## config.mk

```make
export PLATFORM = sky130hd
export DESIGN_NAME = keccak_padder_multi
export DESIGN_NICKNAME = d
export VERILOG_FILES = /design/src/rtl/keccak_padder_multi.sv
export SDC_FILE = /design/constraint.sdc
export NUM_CORES = 2
export LEC_CHECK = 0
export BUFFER_PORTS_ARGS = -buffer_cell sky130_fd_sc_hd__buf_2
export CAP_MARGIN = 20
export CELL_PAD_IN_SITES_DETAIL_PLACEMENT = 1
export CELL_PAD_IN_SITES_GLOBAL_PLACEMENT = 1
export CORE_AREA = 3 3 557 559
export DETAILED_ROUTE_END_ITERATION = 8
export DIE_AREA = 0 0 560 562
export MAX_ROUTING_LAYER = met4
export PLACE_DENSITY_LB_ADDON = 0.1
export SLEW_MARGIN = 20
export SYNTH_ARGS = -nofsm -noshare
export SYNTH_HDL_FRONTEND = slang
export SYNTH_SLANG_ARGS = --single-unit
```

## constraint.sdc

```tcl
create_clock -name clk -period 3.6 [get_ports clk]
set_clock_uncertainty 0.05 [all_clocks]
set_input_delay 1.08 -clock clk [delete_from_list [all_inputs] [get_ports clk]]
set_output_delay 1.08 -clock clk [all_outputs]
set_load 0.01 [all_outputs]
```

## src/rtl/keccak_padder_multi.sv

```systemverilog
// Absorb-side multi-rate padder: packs 64-bit little-endian message words into
// rate-sized blocks and applies FIPS 202 padding for SHAKE128/256 and SHA3-256/512.
module keccak_padder_multi #(
    parameter int          LANE_W    = 64,
    parameter int          MAX_LANES = 21,
    parameter logic [7:0]  DS_SHAKE  = 8'h1F,
    parameter logic [7:0]  DS_SHA3   = 8'h06
) (
    input  logic                          clk,
    input  logic                          reset_n,
    input  logic [1:0]                    mode,
    input  logic [LANE_W-1:0]             in_data,
    input  logic                          in_valid,
    input  logic                          in_last,
    input  logic [3:0]                    in_nbytes,
    output logic                          in_ready,
    output logic [LANE_W*MAX_LANES-1:0]   out_block,
    output logic                          out_valid,
    output logic                          out_last,
    output logic [4:0]                    out_lanes,
    input  logic                          out_ready
);

    typedef enum logic [1:0] {ABSORB, PAD, OUT} state_t;

    function automatic logic [4:0] rate_of(input logic [1:0] m);
        case (m)
            2'd0:    rate_of = 5'd21;
            2'd1:    rate_of = 5'd17;
            2'd2:    rate_of = 5'd17;
            default: rate_of = 5'd9;
        endcase
    endfunction

    state_t                        state;
    logic [LANE_W*MAX_LANES-1:0]   buf_q;
    logic [4:0]                    cnt;
    logic                          msg_active;
    logic                          pad_pending;
    logic                          last_blk;
    logic [1:0]                    mode_q;
    logic                          in_ready_q;
    logic                          out_valid_q;

    logic [1:0]        eff_mode;
    logic [4:0]        last_idx;
    logic [7:0]        ds;
    logic              at_end;
    logic              full_word;
    logic [10:0]       lane_off;
    logic [10:0]       end_off;
    logic [LANE_W-1:0] tail_word;

    // The first word of a message is padded with the incoming mode, later ones with the latched one.
    assign eff_mode  = msg_active ? mode_q : mode;
    assign last_idx  = rate_of(eff_mode) - 5'd1;
    assign ds        = eff_mode[1] ? DS_SHA3 : DS_SHAKE;
    assign at_end    = (cnt == last_idx);
    assign full_word = in_nbytes[3];
    assign lane_off  = {cnt, 6'b0};
    assign end_off   = {last_idx, 6'b0} + 11'd56;

    always_comb begin
        tail_word = '0;
        for (int unsigned k = 0; k < 8; k++) begin
            if (4'(k) < in_nbytes)
                tail_word[8*k +: 8] = in_data[8*k +: 8];
            else if (4'(k) == in_nbytes)
                tail_word[8*k +: 8] = ds;
        end
        if (at_end)
            tail_word[63:56] = tail_word[63:56] | 8'h80;
    end

    always_ff @(posedge clk or negedge reset_n) begin
        if (!reset_n) begin
            state       <= ABSORB;
            buf_q       <= '0;
            cnt         <= '0;
            msg_active  <= 1'b0;
            pad_pending <= 1'b0;
            last_blk    <= 1'b0;
            mode_q      <= 2'd0;
            in_ready_q  <= 1'b1;
            out_valid_q <= 1'b0;
        end else begin
            case (state)
                ABSORB: begin
                    if (in_valid) begin
                        if (!msg_active) begin
                            mode_q     <= mode;
                            msg_active <= 1'b1;
                        end
                        if (!in_last || full_word)
                            buf_q[lane_off +: LANE_W] <= in_data;
                        else
                            buf_q[lane_off +: LANE_W] <= tail_word;
                        if (in_last && full_word)
                            pad_pending <= 1'b1;
                        if (at_end) begin
                            last_blk    <= in_last && !full_word;
                            state       <= OUT;
                            in_ready_q  <= 1'b0;
                            out_valid_q <= 1'b1;
                        end else begin
                            cnt <= cnt + 5'd1;
                            if (in_last) begin
                                state      <= PAD;
                                in_ready_q <= 1'b0;
                            end
                        end
                    end
                end
                PAD: begin
                    if (pad_pending)
                        buf_q[lane_off +: 8] <= buf_q[lane_off +: 8] | ds;
                    buf_q[end_off +: 8] <= buf_q[end_off +: 8] | 8'h80;
                    pad_pending <= 1'b0;
                    last_blk    <= 1'b1;
                    state       <= OUT;
                    out_valid_q <= 1'b1;
                end
                default: begin
                    if (out_ready) begin
                        buf_q       <= '0;
                        cnt         <= '0;
                        out_valid_q <= 1'b0;
                        if (pad_pending) begin
                            state <= PAD;
                        end else begin
                            if (last_blk)
                                msg_active <= 1'b0;
                            last_blk   <= 1'b0;
                            state      <= ABSORB;
                            in_ready_q <= 1'b1;
                        end
                    end
                end
            endcase
        end
    end

    assign in_ready  = in_ready_q;
    assign out_valid = out_valid_q;
    assign out_last  = last_blk;
    assign out_block = buf_q;
    assign out_lanes = rate_of(mode_q);

endmodule

```

==> run summary <==
Max Freq - 284 MHz
post-layout power - 53700 uW
I/O pin cnt - 1427
DRT Pass-1 Iters - 6
multi-input logic area - 0.0224 mm^2
cell family with most CP delay - simple AND/OR/NAND/NOR gates
register area share after synthesis - 58.5%
Die W - 560 um
pwr/cell area - 653 mW/mm^2
Worst setup SP type - register
setup TNS - 0 ns
Synth top area share - 58.5%
status - complete, no violations
met2 WL - 233000 um
sequential cell area - 0.0340 mm^2
GP Congestion - 0.955
via count - 60.2k
cell mode on critical path - buf_4
FF+latch count, synth - 1358
hpwl dp - 404000 um
clock sinks - 1358
RSZ-0062 raised after global routing - false
top layer reached by signal wires - met4
Clock Root Buffer - clkbuf_16
cell with the most instances after synthesis - dfrtp_1
crit path kind - reg2reg
Routed WL per cell - 44.0 um
RR Startpoint - cnt[1]
reg2reg path depth - 9
Hold Fails Final Rpt - 0
Hold WS - 0.115 ns
total of max-cap violations - 0
Max Slew Vio Count - 0
Post-synth ARST share - 100%
leak pwr - 0.0401 uW
Worst Path Arrival - 4.29 ns
Worst-Skew Late Latency - 0.90 ns
std cell rows - 203
Worst-path clk slew - 0.06 ns
htree depth - 4
first-pass GRT wire length - 656000 um
Synth Instances - 5537
maximum vdd drop - 0.355 mV
Tightest Pin Transition - 1.19 ns
setup violators final - 0
vias in the first global route - 59.6k
Tot GR Track Use - 32.4%
Initial Util - 19.0%
Filler Cells Inserted - 34.7k
Layout Nets - 7490
hold_buf cts - 0
Netlist cell types - 109
Crit. End Element - register
initial antenna violation count - 94
Post-Syn Area - 0.0581 mm^2
slowest stage delay, CP - 0.73 ns
met3 wire len - 42500 um
Worst Setup SP - cnt[1]
top cells by count, synth - 1357 x dfrtp_1, 761 x o21ai_0, 601 x nand2_1
CP max-delay cell - nand2_1
Starting DRT DRC Count - 5885
worst path bufs/invs - 3
die area - 0.315 mm^2
CTS tree - built
layout cells sized above 1 - 35.5%
reg-to-reg slack, setup - 0.08 ns
Synth area leader - dfrtp_1
Slew headroom - 20.7%
die height - 562 um
HP Class - in2async
ys flop type - dfrtp_1
largest net degree at the start of global routing - 142
IO Port Bufs - 1424
Metal-1 WL - 216000 um
crit share post-route - 97.9%
YS warnings - 0
core area - 0.306 mm^2
Mapped Nets - 5621
Vias per Instance - 5.15
TritonCTS buffer count - 180
Cell Chain, Critical Path - inv_1 -> ha_1 -> buf_4 -> xnor2_2 -> buf_4 -> nand2_1 -> nor2_1 -> and3_1 -> a221o_1
Worst Path Max Fanout - 12
WL final - 514000 um
Avg Cell Area, Syn - 10.5 um^2
area delta synth->final - 41.6%
remaining antenna violation count - 0
reg2reg end - out_block[1088]
EDFF count, synth - 0
Final Core Density - 26.9%
total gr overflow - 0
fin crit period - 3.52 ns
Synth area leaders - dfrtp_1 58%, o21ai_0 6.6%, nand3_1 4.8%
CTS Buffer Depth - 4
Data required, critical path - 4.37 ns
DR DRC count - 0
cells in the final DEF (no fill, tap or decap), drive strengths merged, types with 9 or more instances in the layout:
| master | count |
|---|---|
| inv | 40 |
| a211oi | 10 |
| nor4 | 28 |
| a31oi | 28 |
| a22o | 220 |
| or3 | 13 |
| nand4 | 14 |
| o21a | 14 |
| a221o | 32 |
| o2bb2ai | 193 |
| nand2 | 607 |
| or2 | 21 |
| nor2 | 247 |
| a21o | 39 |
| dfrtp | 1357 |
| nor3 | 91 |
| a22oi | 83 |
| nor2b | 15 |
| o22ai | 20 |
| clkbuf | 273 |
| o31ai | 99 |
| a32o | 51 |
| nand3 | 555 |
| mux2 | 9 |
| o21ai | 823 |
| and2 | 11 |
| mux4 | 19 |
| buf | 2171 |
| nand2b | 27 |
| ha | 9 |
| a21oi | 155 |
| o211ai | 26 |
| clkinv | 29 |
| diode | 44 |
| and3 | 16 |
| mux2i | 32 |
| a32oi | 31 |
power by group:
group	total [uW]	switching, uW	internal, uW
combinational	18800	14200	4560
sequential	16300	570	15800
clock	18600	7830	10800
per-layer routing:
metal / vias to the layer above / track usage (%)
met3: 560 / 8.79
met5: - / -
met2: 2974 / 49.8
met1: 32447 / 40.6
li1: 24176 / -
met4: 0 / 12.0
worst reg2reg max path: cells and delay by family (launching register included):
kind	cells	cell delay, ns
xor+xnor	1	0.30
buf+inv	3	0.75
flops	1	0.38
fa+ha+maj	1	0.22
simple gates	3	1.68
compound gates	1	0.11
final cells by class:
cell class / instances / share of cell area, %
repair buffers: 2172 / 17.7
flip-flops and latches: 1358 / 41.3
multi-input cells: 3657 / 27.2
clock buffers: 272 / 6.53
well taps: 4100 / 6.24
inverters: 37 / 0.169
diodes: 44 / 0.134
clock inverters: 43 / 0.642
state kept, by name (all words and copies together) (netlist names):
signal	count
cnt	5
in_ready	1
mode_q	2
msg_active	1
out_block	1344
out_last	1
out_valid	1
pad_pending	1
state	2
stage by stage:
step	std cells	cell area, um^2	setup WS, ns
2_1_floorplan	5537	58100	0.113
3_3_place_gp	11322	76200	-0.403
3_5_place_dp	11323	76200	-0.263
4_1_cts	11638	82100	0.166
5_1_grt	11660	82200	0.0379
6_report	11683	82200	0.0774
how the worst max path moves through the flow:
stage          slack, ns  depth (start not counted)         endpoint
2_1_floorplan       0.11                         10   out_block[575]
3_3_place_gp       -0.40                          7   out_block[275]
3_5_place_dp       -0.26                         10   out_block[334]
4_1_cts             0.17                          8  out_block[1212]
5_1_grt             0.04                          8  out_block[1212]
6_report            0.08                          9  out_block[1088]
repair_timing:
item,CTS,global route
buffers inserted,0,0
resized for setup,1,1
setup endpoints to repair,1,1
endpoints found under the hold margin,0,0
kinds of logic after synthesis:
| family | synth area share, % |
|---|---|
| buf+inv | 3.99 |
| mux | 1.46 |
| fa+ha+maj | 0.194 |
| flops | 58.5 |
| other cells | 0.0129 |
| xor+xnor | 0.134 |
| simple gates | 13.5 |
| compound gates | 22.2 |
Note: power is estimated with default switching activity, not from simulation.
